--- src/rtl/pcpi_pkg.sv ---
// Shared types and constants for the PCPI initiator and its timeout counter.
package pcpi_pkg;

  typedef enum logic [1:0] {
    IDLE  = 2'd0,
    ISSUE = 2'd1,
    RESP  = 2'd2
  } state_e;

  localparam logic [6:0] OPCODE_OP     = 7'b0110011;
  localparam logic [6:0] FUNCT7_MULDIV = 7'b0000001;

  typedef struct packed {
    logic        wr;
    logic        illegal;
    logic [31:0] rd;
  } resp_t;

  // True when the word is an R-type MUL/DIV encoding (the M-unit's space).
  function automatic logic is_muldiv(input logic [31:0] insn);
    return (insn[6:0] == OPCODE_OP) && (insn[31:25] == FUNCT7_MULDIV);
  endfunction

endpackage

--- src/rtl/m_pcpi_timeout.sv ---
// Saturating cycle counter used to detect an unclaimed PCPI instruction.
// It counts up to TIMEOUT_CYCLES-1 and then holds, so it can never wrap.
module m_pcpi_timeout #(
  parameter int TIMEOUT_CYCLES = 16
) (
  input  logic clk,
  input  logic resetn,
  input  logic clear,
  input  logic enable,
  output logic expired
);

  localparam int             TW   = (TIMEOUT_CYCLES > 2) ? $clog2(TIMEOUT_CYCLES) : 1;
  localparam logic [TW-1:0]  LAST = TW'(TIMEOUT_CYCLES - 1);

  logic [TW-1:0] cnt;

  // Clear dominates; otherwise count while enabled and hold at the last value.
  always_ff @(posedge clk or negedge resetn) begin
    if (!resetn) begin
      cnt <= '0;
    end else if (clear) begin
      cnt <= '0;
    end else if (enable && (cnt != LAST)) begin
      cnt <= cnt + 1'b1;
    end
  end

  assign expired = (cnt == LAST);

endmodule

--- src/rtl/m_pcpi_initiator.sv ---
// CPU-side PCPI initiator: accepts one instruction from the requester, holds
// it on the PCPI bus until a responder answers or the busy-aware timeout
// flags it illegal, then buffers the response until the requester takes it.
module m_pcpi_initiator
  import pcpi_pkg::*;
#(
  parameter int TIMEOUT_CYCLES = 16
) (
  input  logic        clk,
  input  logic        resetn,
  input  logic        req_valid,
  output logic        req_ready,
  input  logic [31:0] req_insn,
  input  logic [31:0] req_rs1,
  input  logic [31:0] req_rs2,
  output logic        resp_valid,
  input  logic        resp_ready,
  output logic        resp_wr,
  output logic [31:0] resp_rd,
  output logic        resp_illegal,
  output logic        pcpi_valid,
  output logic [31:0] pcpi_insn,
  output logic [31:0] pcpi_rs1,
  output logic [31:0] pcpi_rs2,
  input  logic        pcpi_wr,
  input  logic [31:0] pcpi_rd,
  input  logic        pcpi_busy,
  input  logic        pcpi_ready
);

  state_e      state;
  resp_t       resp_q;
  logic [31:0] insn_q;
  logic [31:0] rs1_q;
  logic [31:0] rs2_q;
  logic        req_ready_q;
  logic        resp_valid_q;
  logic        pcpi_valid_q;

  logic        in_issue;
  logic        tmr_clear;
  logic        tmr_enable;
  logic        tmr_expired;
  logic        timeout_hit;

  // The timer only runs while the request is on the bus; a busy responder
  // keeps it at zero, and it is zeroed in IDLE so each issue starts fresh.
  assign in_issue    = (state == ISSUE);
  assign tmr_clear   = (state == IDLE) || (in_issue && pcpi_busy);
  assign tmr_enable  = in_issue;
  assign timeout_hit = in_issue && tmr_expired && !pcpi_busy && !pcpi_ready;

  m_pcpi_timeout #(
    .TIMEOUT_CYCLES (TIMEOUT_CYCLES)
  ) u_timeout (
    .clk     (clk),
    .resetn  (resetn),
    .clear   (tmr_clear),
    .enable  (tmr_enable),
    .expired (tmr_expired)
  );

  // Request/response FSM with all handshake outputs registered.
  always_ff @(posedge clk or negedge resetn) begin
    if (!resetn) begin
      state        <= IDLE;
      req_ready_q  <= 1'b0;
      resp_valid_q <= 1'b0;
      pcpi_valid_q <= 1'b0;
      insn_q       <= '0;
      rs1_q        <= '0;
      rs2_q        <= '0;
      resp_q       <= '0;
    end else begin
      case (state)
        IDLE: begin
          if (req_valid && req_ready_q) begin
            insn_q       <= req_insn;
            rs1_q        <= req_rs1;
            rs2_q        <= req_rs2;
            req_ready_q  <= 1'b0;
            pcpi_valid_q <= 1'b1;
            state        <= ISSUE;
          end else begin
            req_ready_q  <= 1'b1;
          end
        end
        ISSUE: begin
          // A result arriving in the terminal timer cycle still wins.
          if (pcpi_ready) begin
            resp_q.wr      <= pcpi_wr;
            resp_q.rd      <= pcpi_rd;
            resp_q.illegal <= 1'b0;
            pcpi_valid_q   <= 1'b0;
            resp_valid_q   <= 1'b1;
            state          <= RESP;
          end else if (timeout_hit) begin
            resp_q.wr      <= 1'b0;
            resp_q.rd      <= '0;
            resp_q.illegal <= 1'b1;
            pcpi_valid_q   <= 1'b0;
            resp_valid_q   <= 1'b1;
            state          <= RESP;
          end
        end
        RESP: begin
          if (resp_ready) begin
            resp_valid_q <= 1'b0;
            req_ready_q  <= 1'b1;
            state        <= IDLE;
          end
        end
        default: begin
          state        <= IDLE;
          req_ready_q  <= 1'b0;
          resp_valid_q <= 1'b0;
          pcpi_valid_q <= 1'b0;
        end
      endcase
    end
  end

  assign req_ready    = req_ready_q;
  assign resp_valid   = resp_valid_q;
  assign resp_wr      = resp_q.wr;
  assign resp_rd      = resp_q.rd;
  assign resp_illegal = resp_q.illegal;
  assign pcpi_valid   = pcpi_valid_q;
  assign pcpi_insn    = insn_q;
  assign pcpi_rs1     = rs1_q;
  assign pcpi_rs2     = rs2_q;

endmodule

--- config.mk ---
export PLATFORM = sky130hd
export DESIGN_NAME = m_pcpi_initiator
export DESIGN_NICKNAME = d
export VERILOG_FILES = /design/src/rtl/pcpi_pkg.sv /design/src/rtl/m_pcpi_timeout.sv /design/src/rtl/m_pcpi_initiator.sv
export SDC_FILE = /design/constraint.sdc
export NUM_CORES = 1
export LEC_CHECK = 0
export ABC_AREA = 1
export BUFFER_PORTS_ARGS = -buffer_cell sky130_fd_sc_hd__buf_2
export CAP_MARGIN = 0
export CORE_ASPECT_RATIO = 1.2
export CORE_UTILIZATION = 45
export DETAILED_ROUTE_END_ITERATION = 12
export PLACE_DENSITY = 0.78
export RECOVER_POWER = 50
export SETUP_SLACK_MARGIN = 0.15
export SLEW_MARGIN = 20
export SYNTH_ARGS = -nofsm -noshare
export SYNTH_HDL_FRONTEND = slang
export SYNTH_SLANG_ARGS = --single-unit
--- constraint.sdc ---
create_clock -name clk -period 1.8 [get_ports clk]
set_clock_uncertainty 0.05 [all_clocks]
set_input_delay 0.09 -clock clk [delete_from_list [all_inputs] [get_ports clk]]
set_output_delay 0.09 -clock clk [all_outputs]
set_load 0.01 [all_outputs]
==> results of run 1 <==
-- cell usage in the layout (no fill, tap or decap) --
cell,synthesis,final
dfrtp_1,139,139
clkinvlp_4,0,3
nor2_4,1,1
dlygate4sd3_1,0,134
clkinv_1,1,1
clkbuf_1,9,67
o21ai_1,93,93
clkinv_4,0,1
buf_12,0,4
nor2_1,6,6
inv_2,2,2
nand2_4,1,1
clkinv_2,0,4
nand3_1,38,38
nand2_1,175,174
a21oi_1,4,4
diode_2,0,2
ha_1,1,1
clkbuf_16,0,17
nor3_1,4,4
clkbuf_2,0,1
nand2_8,0,1
xor2_1,1,1
buf_2,19,200
nand4_4,0,1
clkbuf_8,0,2
bufinv_16,0,2
inv_6,0,1
o21ai_0,6,6
buf_4,0,8
nand2_2,0,1
inv_1,104,104
-- power groups by stage --
stage / logic (mW) / registers, mW / clock network [mW]
after floorplan: 2.14 / 6.01 / 0
after global placement: 4.83 / 5.29 / 0
after detailed placement: 4.95 / 5.33 / 0
after CTS: 5.18 / 5.31 / 3.43
after global routing: 5.83 / 5.57 / 3.59
final: 5.25 / 5.40 / 3.39
-- state kept, by name (all words and copies together) (netlist names) --
| signal | count |
|---|---|
| resp_wr | 1 |
| resp_illegal | 1 |
| req_ready | 1 |
| pcpi_rs1 | 32 |
| pcpi_valid | 1 |
| resp_valid | 1 |
| resp_rd | 32 |
| pcpi_insn | 32 |
| pcpi_rs2 | 32 |
| state | 2 |
| u_timeout.cnt | 4 |
-- stage by stage --
stage	hold slack (ns)	area (um2)	cells
floorplan	-0.2556	5504	608
global placement	0.03332	6999	1009
detailed placement	0.03111	6999	1009
CTS	0.1611	8917	1174
global route	0.3881	8884	1180
finish	0.4068	8886	1181
-- kinds of logic (layout without fill, tap and decap cells) --
kind of cell | after synthesis | in the layout
buffers and inverters | 138 | 551
other | 0 | 2
AND/OR/NAND/NOR | 226 | 227
adder cells (fa/ha/maj) | 1 | 1
flip-flops | 139 | 139
AO/OA/AOI/OAI | 103 | 103
XOR/XNOR | 1 | 1
-- worst max-delay path: cells and delay by family, from the launching register on --
kind / cells / cell delay (ns)
fa+ha+maj: 1 / 0.24
buf+inv: 1 / 0.04
flops: 1 / 0.40
simple gates: 6 / 0.72
-- metal layers --
layer | vias to the layer above | global-route usage (%)
met2 | 261 | 46.67
met3 | 72 | 6.670
met5 | - | 0
li1 | 2686 | -
met1 | 2636 | 28.81
met4 | 0 | 15.05
-- cell type report --
cell class,instances,area share (%)
Sequential cell,139,39.14
Timing Repair Buffer,413,30.78
Multi-Input combinational cell,332,16.80
Clock buffer,20,5.139
Inverter,107,4.520
Tap cell,157,2.211
Clock inverter,11,1.352
Antenna cell,2,0.05632
-- worst min path at each step --
| stage | slack [ns] | to | startpoint | cells after the start |
|---|---|---|---|---|
| final | 0.41 | resp_rd[14]$_DFFE_PN0P_ | pcpi_rd[14] | 4 |
| after global routing | 0.39 | resp_rd[14]$_DFFE_PN0P_ | pcpi_rd[14] | 4 |
| after CTS | 0.16 | pcpi_rs2[25]$_DFFE_PN0P_ | resetn | 2 |
| after detailed placement | 0.03 | pcpi_rs2[25]$_DFFE_PN0P_ | resetn | 1 |
| after global placement | 0.03 | pcpi_rs2[25]$_DFFE_PN0P_ | resetn | 1 |
| after floorplan | -0.26 | pcpi_insn[0]$_DFFE_PN0P_ | resetn | 0 |
-- repair_timing --
action / in CTS / in global routing
endpoints found under the hold margin: 255 / 0
endpoints found under the setup margin: 0 / 36
buffers inserted: 0 / 4
gates resized for setup: 0 / 2
hold buffers: 134 / 0
==> impl_results.md, run 1 <==
* First-pass GRT wire length at 25430 um
* Worst-path fanout max at 18
* Syn-to-layout area delta at 61.45%
* Reg-to-reg slack, setup at 0.28 ns
* Area of the multi-input gates at 1493 um2
* Share of the synthesized area in the top cell type at 63.20%
* CTS tree: yes
* Post-synthesis mux area share at 0%
* EDFF count, synth at 0
* Top cells by count, synth: 175 x nand2_1, 139 x dfrtp_1, 104 x inv_1
* Tmin final at 1.521 ns
* Maximum vdd drop at 0.9899 mV
* Initial Util at 46.93%
* Vias per cell at 4.788
* Routed WL per cell at 14.65 um
* Fillers at 786
* Worst R2R Path Depth at 8
* Crit Path Category: register to register
* Leakage at 4.849 nW
* DR vias at 5655
* Status: finished, final reports clean
* I/O pins at 268
* Top cell by count, worst path: nand2_1
* Reg-to-Reg Start: u_timeout.cnt[0]$_DFFE_PN0P_
* Routability congestion estimate at 0.7648
* Clock root cell: clkbuf_16
* Core area at 11730 um2
* Vias in the first global route at 5389
* DRT iter0 DRCs at 232
* Met2 wire length at 8866 um
* Avg Inst Size Synth at 9.053 um2
* Clock latency at the later pin of the worst-skew pair at 0.41 ns
* Routed Antenna Nets at 0
* CP arrival at 1.82 ns
* Metal-1 WL at 6512 um
* Layout cells sized above 1 at 24.46%
* Cell Pwr Density at 1580 nW/um2
* Grt ovf at 0
* Uppermost layer routed: met4
* Htree depth at 4
* Syn Inst Count at 608
* Final Cycle Share at 84.49%
* Switch Pwr at 5.356 mW
* DRT Wirelength at 17300 um
* Total chip power at 14.04 mW
* Post-DP HPWL at 9423 um
* MaxCap Viol Count at 0
* Worst Setup EP: resp_rd[2]$_DFFE_PN0P_
* Row count at 43
* Power Internal at 8.683 mW
* Netlist Area Pre-Place at 5504 um2
* Clk pin slew, worst setup/hold paths at 0.06 ns
* Count leader, synth: nand2_1
* DR WL met3 at 1064 um
* Max Slew Vio Count at 0
* Fin nets at 1146
* Synth Area in Adders at 0.2273%
* Crit path largest cell delay at 0.40 ns
* Reg2reg end: resp_rd[2]$_DFFE_PN0P_
* RSZ-0062 raised after global routing: no
* CP startpoint kind: register
* Clk sinks at 139
* Simple-Gate Fraction of Synth Area at 16.80%
* Critical-path cell list: ha_1 -> nand3_1 -> inv_1 -> nand2_1 -> nand2_2 -> nand2_4 -> nand2_1 -> nand2_1
* Utilization after layout at 75.76%
* Worst-Margin Slew at 1.364 ns
* Chip width at 103.0 um
* Maximum number of pins on one net before global-route repair at 120
* Gate power share at 37.4%
* Register share of total power at 38.5%
* Worst Path Required at 2.10 ns
* Endpoints failing hold at 0
* Clock power share at 24.2%
* Critical path startpoint: u_timeout.cnt[0]$_DFFE_PN0P_
* Yosys warns at 0
* Syn nets at 744
* Pre-CTS WS at 0.2432 ns
* DR pass1 iterations at 5
* Seq/Total Area, Yosys at 63.20%
* FF/Latch Area at 3478 um2
* Setup WS post-layout at 0.2793 ns
* Die Y at 123.2 um
* Top FF cell, synth: dfrtp_1
* Xor and xnor fraction of the mapped netlist area at 0.1591%
* Slew headroom at 9.047%
* Synth Area in Compound Gates at 9.366%
* Initial antenna violation count at 1
* Synth async-reset ratio at 100.0%
* Die area at 12680 um2
* Slowest-stage cell, CP: dfrtp_1
* Hold/Removal Path Class: input pin to register
* Crit end category: register
* Netlist cell types at 19
* Clock buffer depth at 2
* Flops & latches, synth at 139
* Area contributors post-synth: dfrtp_1 63%, nand2_1 12%, o21ai_1 8.5%
* Residual DRC count at 0
* Max Clock Freq at 657.6 MHz
* GRT Overall Usage at 26.53%
* Largest family of logic cells by synthesized area: simple AND/OR/NAND/NOR gates
* Post-synth top area cell: dfrtp_1
* I/O Buffers at 267
* Final TNS setup at 0 ns
* TritonCTS Buffers at 17
* Net Sw Frac at 38.15%
* Final setup viols at 0
No activity file was read; power rests on OpenSTA's default activity.
==> run 2, diff against run 1 <==
Settings changed: CORE_UTILIZATION 45 to 42, PLACE_DENSITY 0.78 to 0.77.
Clock period 1.8 ns to 1.25 ns, I/O delays scaled along.
==> run 2 against run 1 <==
  * The run now ends with setup timing left
  * Clock power grew 51%
  * Hold slack lost 0.38 ns
  * Utilization grew 0.88 points
  * Sequential power grew 47%
  * Clock-buffer cell count shrank 1
  * Final cell count grew 3.2%
  * Wire length grew 27%
  * Global-route usage shrank 0.37 points
  * Cell area grew 9.8%
  * Die area grew 7.0%
  * Sequential share of layout area shrank 3.5 points
  * Critical endpoint is now pcpi_rs1[16]$_DFFE_PN0P_
==> impl_results.md, run 2 (synthesis gave the netlist of run 1 again) <==
* Clock power share at 22.0%
* Clk sinks at 139
* Final setup viols at 132
* Crit Path Category: register to register
* Grt ovf at 0
* Total chip power at 23.38 mW
* MaxCap Viol Count at 0
* Die area at 13570 um2
* First-pass GRT wire length at 27470 um
* Register share of total power at 33.9%
* DR pass1 iterations at 5
* Layout cells sized above 1 at 40.04%
* I/O pins at 268
* Residual DRC count at 0
* Clock buffer depth at 2
* Clock latency at the later pin of the worst-skew pair at 0.41 ns
* Critical-path cell list: inv_2 -> nand4_4 -> buf_12 -> buf_8 -> buf_12 -> o21ai_1
* DRT Wirelength at 21920 um
* Status: finished with violations
* Slew headroom at 36.04%
* Htree depth at 4
* Crit end category: register
* Row count at 45
* Routability congestion estimate at 0.7613
* Worst Path Required at 1.52 ns
* Cell area after layout at 9753 um2
* Syn-to-layout area delta at 77.20%
* Hold/Removal Path Class: input pin to register
* Worst-path fanout max at 15
* Fin nets at 1177
* Final Instance Count excl. Fillers at 1219
* Failing checks: setup timing
* Commonest non-fill, non-tap cell in the layout: buf_2
* Power Internal at 14.25 mW
* Cell Pwr Density at 2398 nW/um2
* Routed WL per cell at 17.98 um
* Net Sw Frac at 39.05%
* Tmin final at 1.459 ns
* Gate power share at 44.2%
* Placed cells at 1030
* I/O Buffers at 267
* DRT iter0 DRCs at 415
* CP arrival at 1.73 ns
* Vias per cell at 5.094
* Max Slew Vio Count at 0
* DR vias at 6209
* CTS tree: yes
* Switch Pwr at 9.131 mW
* Crit path largest cell delay at 0.40 ns
* GRT Overall Usage at 26.16%
* Initial antenna violation count at 2
* Routed Antenna Nets at 0
* Clk pin slew, worst setup/hold paths at 0.06 ns
* Slowest-stage cell, CP: dfrtp_1
* Vias in the first global route at 5755
* Chip width at 106.5 um
* CP startpoint kind: register
* Post-DP HPWL at 9911 um
* Die Y at 127.4 um
* Fillers at 764
* Maximum vdd drop at 1.384 mV
* Top cell by count, worst path: buf_12
* Worst-Margin Slew at 0.9594 ns
* Maximum number of pins on one net before global-route repair at 123
* Most frequent cells in the layout: 267 x buf_2, 147 x nand2_1, 139 x dfrtp_1, 133 x dlygate4sd3_1, 103 x inv_1
* RSZ-0062 raised after global routing: yes
* Final Cycle Share at 116.7%
* Endpoints failing hold at 0
* Max Clock Freq at 685.4 MHz
* Clock root cell: clkbuf_16
* Initial Util at 43.25%
* Pre-CTS WS at -0.08869 ns
* Core area at 12720 um2
* TritonCTS Buffers at 17
* Setup WS post-layout at -0.2091 ns
* Leakage at 5.409 nW
* Placed inst area at 7151 um2
run 2: final cells by class:
class                   count  area, um2  area share, %
well taps                 164      205.2          2.104
multi-input cells         331       1744          17.88
repair buffers            445       3322          34.06
clock inverters            13      166.4          1.706
diodes                      1      2.502        0.02566
inverters                 107      401.6          4.118
flip-flops and latches    139       3478          35.66
clock buffers              19      432.9          4.439
run 2: per-layer routing:
| layer | GRT usage [%] | up-vias | wire length [um] |
|---|---|---|---|
| met5 | 0 | - | 14 |
| met1 | 28.92 | 2913 | 7381 |
| met4 | 13.13 | 2 | 1239 |
| met3 | 5.867 | 131 | 2075 |
| met2 | 47.10 | 423 | 11210 |
| li1 | - | 2740 | - |
run 2: critical path: cells and delay by family, from the launching register on:
family | cells | cell delay (ns)
buf+inv | 4 | 0.60
flops | 1 | 0.40
simple gates | 1 | 0.17
compound gates | 1 | 0.15
run 2: worst paths after layout:
path,startpoint,end,slack (ns),cells past startpoint
setup / recovery,state[1]$_DFFE_PN0P_,pcpi_rs1[16]$_DFFE_PN0P_,-0.21,6
min in group asynchronous,resetn,pcpi_rs1[19]$_DFFE_PN0P_,0.31,2
hold / removal,pcpi_busy,resp_illegal$_DFFE_PN0P_,0.02,5
hold reg to reg,resp_rd[10]$_DFFE_PN0P_,resp_rd[10]$_DFFE_PN0P_,0.42,2
setup reg to reg,state[1]$_DFFE_PN0P_,pcpi_rs1[16]$_DFFE_PN0P_,-0.21,6
max in group asynchronous,resetn,pcpi_rs1[2]$_DFFE_PN0P_,0.09,3
run 2: what timing repair did:
| item | 4_1_cts | 5_1_grt |
|---|---|---|
| setup endpoints to repair | 141 | 144 |
| cloned | 0 | 15 |
| buffers inserted | 2 | 6 |
| resized for setup | 9 | 90 |
| hold buffers | 133 | 0 |
| hold endpoints to repair | 272 | 0 |
| pin swaps | 2 | 4 |
run 2: stage by stage:
step | util, % | hold WS [ns] | TNS (ns)
after floorplan | - | -0.2831 | -1.127
after global placement | 56.19 | -0.05761 | -2.183
after detailed placement | 56.19 | -0.05252 | -4.472
after CTS | 71.70 | 0.006727 | -4.834
after global routing | 76.63 | 0.04988 | -22.77
final | 76.65 | 0.02251 | -11.55
run 2: power groups by stage:
stage          Combinational (mW)  Clock [mW]  Sequential, mW
6_report                     10.3        5.13            7.92
5_1_grt                      11.1        5.40            8.09
4_1_cts                      7.83        5.18            7.66
3_5_place_dp                 7.45           0            7.67
3_3_place_gp                 7.24           0            7.61
2_1_floorplan                3.11           0            8.65
==> run 3, diff against run 2 <==
Settings changed: CORE_MARGIN set to 10, CORE_UTILIZATION 42 to 36, PLACE_DENSITY 0.77 to 0.68.
==> run 3 against run 2 <==
  * The run still ends with setup timing left
  * Cell area up 13%
  * Final cell count increased by 7.5%
  * Global-route usage shrank 4.5 points
  * Critical path depth is 3 higher
  * Worst setup slack worse by 0.053 ns
  * Die area is 52% higher
  * Non-clock buffer count up 51
  * Via count decreased by 0.27%
  * Register-to-register slack lost 0.05 ns
  * Sequential power up 2%
  * Utilization is 3.5 points lower
  * Critical path type unchanged
==> impl_results.md, run 3 (synthesis gave the netlist of run 1 again) <==
* Placed cells at 1069
* DRT Wirelength at 24740 um
* Final TNS setup at -19.83 ns
* Initial antenna violation count at 2
* Clk pin slew, worst setup/hold paths at 0.06 ns
* Worst Path Required at 1.50 ns
* Cell Pwr Density at 2488 nW/um2
* Die Y at 155.5 um
* Fin nets at 1229
* CTS tree: yes
* Max Slew Vio Count at 0
* Hold/Removal Path Class: input pin to register
* Setup WS post-layout at -0.2619 ns
* GR Layer Usage met1 at 23.30%
* Worst-path fanout max at 8
* DR pass1 iterations at 4
* Final Instance Count excl. Fillers at 1311
* Clock root cell: clkbuf_16
* Grt peak-use layer: met2
* Endpoints failing hold at 0
* Routed Antenna Nets at 0
* Routability congestion estimate at 0.7945
* Residual DRC count at 0
* Status: finished with violations
* Worst-Margin Slew at 0.8340 ns
* I/O Buffers at 267
* Hold path start: pcpi_busy
* DRT iter0 DRCs at 369
* Final setup viols at 139
* Placed inst area at 7181 um2
* Chip width at 132.9 um
* Tmin final at 1.512 ns
* Routed WL per cell at 18.87 um
* Leakage at 5.909 nW
* CP arrival at 1.76 ns
* Final Cycle Share at 121.0%
* GRT Overall Usage at 21.64%
* Maximum vdd drop at 1.537 mV
* Row count at 49
* Post-DP HPWL at 12320 um
* Crit Path Category: register to register
* Reg-to-Reg Start: state[1]$_DFFE_PN0P_
* Max Clock Freq at 661.4 MHz
* Slowest-stage cell, CP: dfrtp_1
* Clock buffer depth at 2
* CP startpoint kind: register
* Die area at 20660 um2
* Slew headroom at 44.40%
* Htree depth at 4
* Layout cells sized above 1 at 49.14%
* First-pass GRT wire length at 35620 um
* Vias in the first global route at 6565
* DR vias at 6192
* Critical-path cell list: inv_2 -> nand2_1 -> nor2_2 -> nand2_4 -> nand2_4 -> nand2_8 -> clkbuf_16 -> nand2_2 -> nand2_1
* TritonCTS Buffers at 17
* Core area at 15020 um2
* Fillers at 951
* Crit path largest cell delay at 0.42 ns
* Syn-to-layout area delta at 99.66%
* Failing checks: setup timing
* Critical path startpoint: state[1]$_DFFE_PN0P_
* Clock latency at the later pin of the worst-skew pair at 0.42 ns
* MaxCap Viol Count at 0
* Crit end category: register
* Routing usage on met3 at 7.893%
* Vias per cell at 4.723
* Grt ovf at 0
* Met2 Use GR at 37.71%
* Commonest non-fill, non-tap cell in the layout: buf_2
* Cell area after layout at 10990 um2
* RSZ-0062 raised after global routing: yes
* I/O pins at 268
* Clk sinks at 139
* Most frequent cells in the layout: 246 x buf_2, 138 x dfrtp_1, 132 x dlygate4sd3_1, 102 x inv_1, 85 x nand2_1
* Initial Util at 36.64%
* Maximum number of pins on one net before global-route repair at 48
[run 3: cell count changes in the layout (fill, tap and decap cells not counted), moves of 12 or more]
cell	previous run	this run
nand2_1	147	85
buf_4	16	53
nand2_2	25	62
buf_6	7	34
nand2_4	4	27
buf_2	267	246
buf_16	1	13
[run 3: worst paths after layout]
check | slack [ns] | cells after the start | end
max | -0.26 | 9 | resp_rd[21]$_DFFE_PN0P_
min | 0.01 | 4 | u_timeout.cnt[1]$_DFFE_PN0P_
max reg2reg | -0.26 | 9 | resp_rd[21]$_DFFE_PN0P_
min reg2reg | 0.43 | 2 | pcpi_rs2[3]$_DFFE_PN0P_
max in group asynchronous | 0.12 | 3 | pcpi_insn[11]$_DFFE_PN0P_
min in group asynchronous | 0.25 | 2 | pcpi_rs1[17]$_DFFE_PN0P_
[run 3: critical path, delay by kind of cell, from the launching register on]
| family | cells | cell delay, ns |
|---|---|---|
| buf+inv | 2 | 0.31 |
| flops | 1 | 0.42 |
| simple gates | 7 | 0.61 |
[run 3: routing by layer]
layer	vias to the layer above	wire length, um
met5	-	0
met4	0	714
met3	56	2132
met2	279	13060
met1	3001	8836
li1	2856	-
[run 3: power breakdown]
part	switching [mW]	internal, mW	total (mW)
combinational	6.75	6.75	13.5
sequential	1.46	6.59	8.06
clock	1.94	3.84	5.78
total	10.2	17.2	27.3
[run 3: stage by stage]
| step | utilization, % | setup WS (ns) | hold WS [ns] | total power, mW |
|---|---|---|---|---|
| floorplan | - | -0.03973 | -0.2831 | 11.75 |
| global placement | 47.81 | -0.09413 | -0.08547 | 15.06 |
| detailed placement | 47.81 | -0.1198 | -0.08983 | 15.30 |
| CTS | 66.93 | -0.1291 | -0.006983 | 24.37 |
| global route | 73.14 | -0.3155 | 0.01997 | 28.78 |
| finish | 73.16 | -0.2619 | 0.01009 | 27.34 |
[run 3: area by class of cell]
type,count,area [um2],area share (%)
timing repair buffer,496,4066,37.00
sequential,139,3480,31.66
multi-input combinational,332,2105,19.15
clock buffer,20,456.7,4.156
inverter,107,406.6,3.700
tap,204,255.2,2.323
clock inverter,11,215.2,1.958
antenna,2,5.005,0.04554
[run 3: repair_timing]
item,4_1_cts,5_1_grt
gates cloned,15,2
pin swaps,7,19
setup endpoints to repair,144,183
hold endpoints to repair,272,0
hold buffers,132,0
gates resized for setup,70,169
setup buffers,25,35
